--- src/rtl/interp_pkg.sv ---
// Shared constants for the time-interpolation sequencer: select codes, 1/3 multiplier,
// per-symbol select schedule and FSM states. Build option INTERP_ROUND_EN lives in div3_pipe.
package interp_pkg;

  localparam logic [1:0] SEL_EST3 = 2'b01;
  localparam logic [1:0] SEL_DIV1 = 2'b10;
  localparam logic [1:0] SEL_DIV2 = 2'b00;
  localparam logic [1:0] SEL_EST4 = 2'b11;

  // ceil(2^16/3): x/3 ~= (x*K_DIV3) >>> 16
  localparam int K_DIV3 = 21846;

  localparam logic [1:0] SEL_TABLE [0:13] = '{
    SEL_EST3, SEL_EST3, SEL_EST3, SEL_EST3, SEL_EST3, SEL_EST3,
    SEL_DIV1, SEL_DIV1, SEL_DIV1,
    SEL_DIV2, SEL_DIV2,
    SEL_EST4, SEL_EST4, SEL_EST4
  };

  typedef enum logic [1:0] {
    ST_IDLE,
    ST_SUM,
    ST_MUL,
    ST_EMIT
  } state_t;

endpackage

--- src/rtl/interp_time_seq_div3_pipe.sv ---
// Two-stage (SUM, MUL) computation of (2*e3+e4)/3 and (e3+2*e4)/3.
// INTERP_ROUND_EN defined: round half up; otherwise floor.
module div3_pipe
  import interp_pkg::*;
#(
  parameter int WIDTH = 16
) (
  input  logic             clk,
  input  logic             rst_n,
  input  logic             in_valid,
  input  logic [WIDTH-1:0] e3,
  input  logic [WIDTH-1:0] e4,
  output logic             out_valid,
  output logic [WIDTH-1:0] res1,
  output logic [WIDTH-1:0] res2
);

  localparam int SW = WIDTH + 2;
  localparam int PW = 2 * WIDTH + 4;
  localparam logic signed [PW-1:0] Q_MAX = PW'((2 ** (WIDTH - 1)) - 1);
  localparam logic signed [PW-1:0] Q_MIN = -Q_MAX - PW'(1);

  logic signed [SW-1:0] e3_x, e4_x;
  logic signed [SW-1:0] s1_reg, s2_reg;
  logic                 v1_reg;

  assign e3_x = SW'($signed(e3));
  assign e4_x = SW'($signed(e4));

  // K_DIV3 is rounded up, so full-scale inputs can land one LSB outside the range; clamp.
  function automatic logic [WIDTH-1:0] div3(input logic signed [SW-1:0] s);
    logic signed [PW-1:0] p;
    logic signed [PW-1:0] q;
    logic [WIDTH-1:0]     r;
    p = PW'(s) * PW'(K_DIV3);
`ifdef INTERP_ROUND_EN
    p = p + (PW'(1) <<< 15);
`else
    p = p + PW'(0);
`endif
    q = p >>> 16;
    if (q > Q_MAX) r = Q_MAX[WIDTH-1:0];
    else if (q < Q_MIN) r = Q_MIN[WIDTH-1:0];
    else r = q[WIDTH-1:0];
    return r;
  endfunction

  always_ff @(posedge clk) begin
    if (!rst_n) begin
      s1_reg    <= '0;
      s2_reg    <= '0;
      v1_reg    <= 1'b0;
      out_valid <= 1'b0;
      res1      <= '0;
      res2      <= '0;
    end else begin
      v1_reg <= in_valid;
      if (in_valid) begin
        s1_reg    <= e3_x + e3_x + e4_x;
        s2_reg    <= e3_x + e4_x + e4_x;
        out_valid <= 1'b0;
      end
      // results stay put (and valid) until the next pair enters
      if (v1_reg) begin
        res1      <= div3(s1_reg);
        res2      <= div3(s2_reg);
        out_valid <= 1'b1;
      end
    end
  end

endmodule

--- src/rtl/interp_time_seq.sv ---
// Time-interpolation sequencer: accepts an (est3, est4) pair, computes the 1/3 interpolants
// and walks NUM_SYM symbols emitting the h_eqlz_2 mux select. Rounding via INTERP_ROUND_EN.
module interp_time_seq
  import interp_pkg::*;
#(
  parameter int WIDTH   = 16,
  parameter int NUM_SYM = 14
) (
  input  logic             clk,
  input  logic             rst_n,
  input  logic             in_valid,
  output logic             in_ready,
  input  logic [WIDTH-1:0] est3,
  input  logic [WIDTH-1:0] est4,
  output logic             out_valid,
  input  logic             out_ready,
  output logic [1:0]       sel,
  output logic [3:0]       sym_idx,
  output logic [WIDTH-1:0] est3_q,
  output logic [WIDTH-1:0] est4_q,
  output logic [WIDTH-1:0] div_res_1,
  output logic [WIDTH-1:0] div_res_2,
  output logic             last
);

  state_t     state_reg;
  logic       emit_reg;
  logic       div_valid;
  logic [3:0] sym_next;

  assign sym_next  = sym_idx + 4'd1;
  assign out_valid = emit_reg & div_valid;

  div3_pipe #(.WIDTH(WIDTH)) u_div3 (
    .clk       (clk),
    .rst_n     (rst_n),
    .in_valid  (state_reg == ST_SUM),
    .e3        (est3_q),
    .e4        (est4_q),
    .out_valid (div_valid),
    .res1      (div_res_1),
    .res2      (div_res_2)
  );

  always_ff @(posedge clk) begin
    if (!rst_n) begin
      state_reg <= ST_IDLE;
      in_ready  <= 1'b1;
      emit_reg  <= 1'b0;
      sel       <= 2'b00;
      sym_idx   <= 4'd0;
      last      <= 1'b0;
      est3_q    <= '0;
      est4_q    <= '0;
    end else begin
      case (state_reg)
        ST_IDLE: begin
          if (in_valid) begin
            est3_q    <= est3;
            est4_q    <= est4;
            in_ready  <= 1'b0;
            state_reg <= ST_SUM;
          end
        end
        ST_SUM: state_reg <= ST_MUL;
        ST_MUL: begin
          emit_reg  <= 1'b1;
          sym_idx   <= 4'd0;
          sel       <= SEL_TABLE[0];
          last      <= (NUM_SYM == 1);
          state_reg <= ST_EMIT;
        end
        ST_EMIT: begin
          // a stalled beat leaves every output register untouched
          if (out_ready) begin
            if (last) begin
              emit_reg  <= 1'b0;
              in_ready  <= 1'b1;
              sym_idx   <= 4'd0;
              sel       <= 2'b00;
              last      <= 1'b0;
              state_reg <= ST_IDLE;
            end else begin
              sym_idx <= sym_next;
              sel     <= SEL_TABLE[sym_next];
              last    <= (sym_next == 4'(NUM_SYM - 1));
            end
          end
        end
        default: state_reg <= ST_IDLE;
      endcase
    end
  end

endmodule

--- config.mk ---
export PLATFORM = sky130hd
export DESIGN_NAME = interp_time_seq
export DESIGN_NICKNAME = d
export VERILOG_FILES = /design/src/rtl/interp_pkg.sv /design/src/rtl/interp_time_seq_div3_pipe.sv /design/src/rtl/interp_time_seq.sv
export SDC_FILE = /design/constraint.sdc
export NUM_CORES = 1
export LEC_CHECK = 0
export BUFFER_PORTS_ARGS = -buffer_cell sky130_fd_sc_hd__clkbuf_2
export CELL_PAD_IN_SITES_DETAIL_PLACEMENT = 1
export CELL_PAD_IN_SITES_GLOBAL_PLACEMENT = 1
export CORE_MARGIN = 2
export CORE_UTILIZATION = 53
export CTS_CLUSTER_DIAMETER = 120
export DETAILED_ROUTE_END_ITERATION = 7
export PLACE_DENSITY_LB_ADDON = 0.1
export RECOVER_POWER = 100
export SYNTH_ARGS = -nofsm -noshare
export SYNTH_HDL_FRONTEND = slang
export SYNTH_SLANG_ARGS = --single-unit
--- constraint.sdc ---
create_clock -name clk -period 9.9 [get_ports clk]
set_input_delay 1.485 -clock clk [delete_from_list [all_inputs] [get_ports clk]]
set_output_delay 1.485 -clock clk [all_outputs]
set_load 0.01 [all_outputs]
Word level (Yosys, flattened, before mapping)
Memories as Yosys holds them, arrays and structs flattened.
Index checks and enable logic that the tools add are counted.

word-level totals
  bits in registers = 113
  bits in read-only memories = 32
  input bits = 36
  memories kept = 1

cells by class
  $add $sub $neg = 5
  $mul = 2
  $lt $le $gt $ge = 5
  equality and inequality tests = 7
  mux-type cells = 28
  bitwise logic cells = 2
  reductions and logical operators = 9

memory list
  name             words  bits a word  rd ports  clocked after Yosys merged registers in  write ports  RTL line               RTL
  (no name shown)  16     2            1         0                                        0            interp_time_seq.sv:85  sel <= SEL_TABLE[sym_next];

operators by type and width
  kind                                                                                number
  18-bit by 15-bit multiplier with 33-bit output (second input constant)              2
  16-bit 2-to-1 mux                                                                   4
  17-bit by 16-bit adder with 18-bit output                                           2
  18-bit by 16-bit greater-than comparator with 1-bit output (second input constant)  2
  18-bit by 16-bit less-than comparator with 1-bit output (second input constant)     2
  16-bit by 16-bit adder with 17-bit output                                           2
  2-bit 2-to-1 mux                                                                    7
  1-bit 2-to-1 mux                                                                    9
  4-bit 2-to-1 mux                                                                    2
  2-bit one-hot mux with 4 select lines                                               1
  4-bit one-hot mux with 2 select lines                                               1
  2-bit != test (second input constant)                                               3
  1-bit one-hot mux with 2 select lines                                               3
  3-bit AND reduction                                                                 2
  2-bit nonzero test                                                                  3
  5-bit greater-or-equal comparator (second input constant)                           1
  4-bit NOT with 5-bit output                                                         1
  4-bit by 1-bit adder with 4-bit output (second input constant)                      1
  2-bit == test (second input constant)                                               2
  4-bit == test (second input constant)                                               1
  2-bit one-hot mux with 2 select lines                                               1
  2-bit AND reduction                                                                 2
  4-bit AND reduction                                                                 1
  2-bit by 1-bit == test with 1-bit output (second input constant)                    1
  2 further kinds                                                                     2

Depth between registers and ports, before layout
  depth after elaboration = 8
  mapped depth = 24
  mapped depth without buffers = 23

Cells and area by module
From an unflattened synthesis, not the netlist that was laid out.

unflattened totals
  cells, all modules = 1,733
  area total of the unflattened synthesis = 16,139.2 um^2

modules (own cells, without submodules)
  module           times used  cells an instance  area an instance (um^2)  seq. area each (um^2)
  div3_pipe        1           1,507              14,341.3                 1,401.3
  interp_time_seq  1           226                1,798.0                  860.8

Worst setup path before layout
Ideal clock, no wire load.

  path kind = reg2reg
  from = reg u_div3.s2_reg[17]
  to = reg u_div3.res2[0]
  library setup time = 0.066 ns
  data arrival time = 5.995 ns
  data required time = 9.834 ns
  slack = 3.839 ns
  cell stages (with the launch flop) = 22
  cell sequence = dfxtp_1 > ha_1 > inv_1 > fa_1 > fa_1 > fa_1 > fa_1 > inv_1 > fa_1 > inv_1 > ha_1 > a21oi_1 > nor2_1 > a211oi_1 > o22ai_1 > o21a_1 > o311ai_1 > o211ai_1 > or4_4 > and2_4 > buf_6 > a21oi_2

on the way
  word-level cells in the longest chain between the ends = 4
  elaborated cells on any way between the ends = 5
  classes of those cells = mul (1); order compare (2); mux (2)

ends and longest elaborated chain
  item                                                     RTL line                         RTL
  start: declaration                                       interp_time_seq_div3_pipe.sv:24  logic signed [SW-1:0] s1_reg, s2_reg;
  start signal: assignment                                 interp_time_seq_div3_pipe.sv:60  s2_reg <= e3_x + e4_x + e4_x;
  18-bit by 15-bit multiplier with 33-bit output *         interp_time_seq_div3_pipe.sv:35  p = PW'(s) * PW'(K_DIV3);
  18-bit by 16-bit less-than comparator with 1-bit output  interp_time_seq_div3_pipe.sv:43  else if (q < Q_MIN) r = Q_MIN[WIDTH-1:0];
  16-bit 2-to-1 mux                                        interp_time_seq_div3_pipe.sv:43
  16-bit 2-to-1 mux *                                      interp_time_seq_div3_pipe.sv:42  if (q > Q_MAX) r = Q_MAX[WIDTH-1:0];
  end signal: assignment                                   interp_time_seq_div3_pipe.sv:66  res2 <= div3(s2_reg);
  end: declaration                                         interp_time_seq_div3_pipe.sv:15  output logic [WIDTH-1:0] res2

Mark *: on every way between the ends. The rest lies on a longest branch, timed or not.
A chain may end at the register's enable or synchronous reset.

Worst setup path in the final report
  from = reg u_div3.s2_reg[9]
  to = reg u_div3.res2[9]

Same word-level chain as after synthesis.

==> impl_results.md <==
* Final Cell Area at 17620 um^2
* Post-Syn Area at 16190 um^2
* Fin crit period at 7.216 ns
* Port Buffers at 108
* Die area at 31970 um^2
* Failing checks: max-capacitance violations, max-slew violations
* Max-cap violation count at 2
* TritonRoute pass-1 iters at 4
* Critical Path RT at 10.26 ns
* P_leak at 9.830 nW
* Net Count, Synth at 2299
* Fin. Hold Viols at 0
* Reg clk slew, reported paths at 0.06 ns
* CP max-delay cell: o31ai_1
* Slew Limit Fails at 89
* Synth Instances at 1757
* Critical path's top delay family: compound AO/OA/AOI/OAI gates
* Initial antenna violation count at 0
* Largest net degree at the start of global routing at 89
* Synth area leader: fa_1
* Met2 Track Usage GR at 0.5133
* Drt drc at 0
* DR WL/cell at 19.47 um
* Placed instance area at 17140 um^2
* Top-count cell post-synth: inv_1
* DPL Wire Length at 36440 um
* # hold bufs at CTS at 0
* Vias/cell at 5.497
* Routed wire length at 44020 um
* Biggest cell delay along the critical path at 1.18 ns
* Fmax at 138.6 MHz
* CP dominant cell by count: fa_1
* Register Area at 2262 um^2
* Clock Path Buffers at 2
* Post-CTS Setup Bufs at 0
* Type of the most critical hold path: reg -> reg
* Met3 Use GR at 0.03753
* Synth cell types at 68
* Crit-path cells: ha_1 -> xor2_1 -> ha_1 -> a21o_1 -> fa_1 -> fa_1 -> fa_1 -> inv_1 -> fa_1 -> inv_1 -> ha_1 -> a21o_1 -> a221oi_1 -> o22ai_1 -> o21a_1 -> o31a_1 -> a21o_1 -> o31ai_1 -> o21ai_0 -> a21oi_2
* Ratio of cells with drive above 1 in the final layout at 0.05416
* Resize count post-CTS at 0
* Element type at the critical path start: register
* Final ANT Viol Nets at 0
* Outcome: complete, but fails checks
* Slew @ Worst Pin at 3.195 ns
* Die height at 178.8 um
* Vias at 12.43k
* GP Congestion at 0.8796
* Antenna Cells at 0
* Total track usage at 0.2841
* Worst skew pair latency at 0.43 ns
* First-pass GRT wire length at 70290 um
* Asr flop ratio synth at 0
* TritonCTS Sinks at 113
* DR iter-0 viols at 482
* Setup TNS at 0 ns
* Fill cells at 3567
* FF+latch count, synth at 113
* GRT overflow at 0
* Highest net fanout along the worst path at 15
* Number of flops mapped to enable cells by yosys at 0
* Slew margin rel. at -1.130
* Count of final setup violators at 0
* Most Crowded Layer GR: met2
* Mapped Avg Cell Area at 9.217 um^2
* Skew final at 0.008251 ns
* Syn-to-layout area delta at 8.785%
* Synth top area share at 0.2435
* Met1 usage at 0.3447
* Ports at 109
* Initial Util at 0.5336
* Sequential area share after synthesis at 0.1397
* Critical Path AT at 7.58 ns
* Chip Width at 178.8 um
* Synth Flop Type: dfxtp_1
* Top post-synthesis cells by count: inv_1 (376), ha_1 (309), fa_1 (197)
* Core ar. at 30350 um^2
* Top cells by area, synth: fa_1 (24%), ha_1 (24%), dfxtp_1 (14%)
* Power density over the cells at 300.6 nW/um^2
* Multi-input gate area at 12350 um^2
* Maximum vdd ir drop at 228.8 uV
* Crit Path Class: reg -> reg
* Vias in the first global route at 13.49k
* Nets at 2394
* Root Driver: clkbuf_16
* TritonCTS clock tree: done
* Crit. End Element: register
* Yosys Warn Count at 0
* Crit share post-route at 0.7289
* Unrepaired setup endpoints after global routing: false
* Rows at 64
* Buf/Inv on CP at 2
* H-tree depth at 4
* Total CTS buffers at 17
-- tightest hold or removal path, cell delays in order, from the launching register on --
cell and delay [ns]:
dfxtp_1 0.32, nand3b_1 0.08, o211ai_1 0.08
-- final timing paths --
check	startpoint	end	slack (ns)	cells past startpoint
worst max-delay path	u_div3.s2_reg[9]	u_div3.res2[9]	2.68	20
worst min-delay path	u_div3.res1[15]	u_div3.res1[15]	0.52	2
worst max register to register	u_div3.s2_reg[9]	u_div3.res2[9]	2.68	20
worst min register to register	u_div3.res1[15]	u_div3.res1[15]	0.52	2
-- final cells by class --
cell class | instances | share of cell area
multi-input combinational | 1228 | 0.7011
tap | 396 | 0.02812
clock inverter | 14 | 0.008736
timing repair buffer | 116 | 0.02862
inverter | 376 | 0.08011
clock buffer | 18 | 0.02493
sequential | 113 | 0.1284
-- layer usage --
metal	share of wire	vias up
li1	-	5887
met1	0.42	6303
met2	0.52	157
met3	0.025	81
met4	0.030	0
met5	0	-
-- stage by stage --
step / setup WS (ns) / util / total power, mW / instances / hold slack, ns
2_1_floorplan: 3.839 / - / 3.564 / 1757 / 0.4708
3_3_place_gp: 3.339 / 0.5646 / 4.515 / 2229 / 0.4842
3_5_place_dp: 3.145 / 0.5646 / 4.712 / 2229 / 0.4970
4_1_cts: 3.094 / 0.5842 / 5.402 / 2261 / 0.5289
5_1_grt: 2.209 / 0.5805 / 5.922 / 2261 / 0.5634
6_report: 2.684 / 0.5805 / 5.296 / 2261 / 0.5200
-- power breakdown --
part           leakage (nW)  total (mW)  switching [mW]  internal, mW
clock                 0.284       0.638           0.258         0.380
sequential            0.922       0.707           0.153         0.554
combinational          8.62        3.95            2.38          1.57
total                  9.83        5.30            2.79          2.51
-- logic make-up (layout without fill, tap and decap cells) --
family / Yosys count / count (layout) / share of synthesized area
AOI/OAI and AO/OA: 303 / 303 / 0.1242
xor gates and xnor gates: 81 / 81 / 0.04381
adders and majority gates: 506 / 506 / 0.4823
buffers and inverters: 416 / 524 / 0.09696
DFF: 113 / 113 / 0.1397
muxes: 24 / 24 / 0.01491
and+or+nand+nor: 314 / 314 / 0.09812
-- cells in the final DEF (no fill, tap or decap), drive strengths merged, types with 7 or more instances in the layout --
master	synthesis	layout
dfxtp	113	113
o21bai	9	9
a21boi	34	34
inv	376	380
nor2b	49	49
a21o	30	30
nand2	123	123
xnor2	34	34
nor3	21	21
o31ai	15	15
or3	7	7
o21ai	59	59
o21a	14	14
a211oi	9	9
nand2b	10	10
mux2i	23	23
ha	309	309
fa	197	197
buf	3	7
nand3	16	16
and2	21	21
xor2	47	47
a31oi	14	14
a21oi	78	78
nor2	33	33
clkbuf	37	127
and3	7	7
No activity file was read; power rests on OpenSTA's default activity.
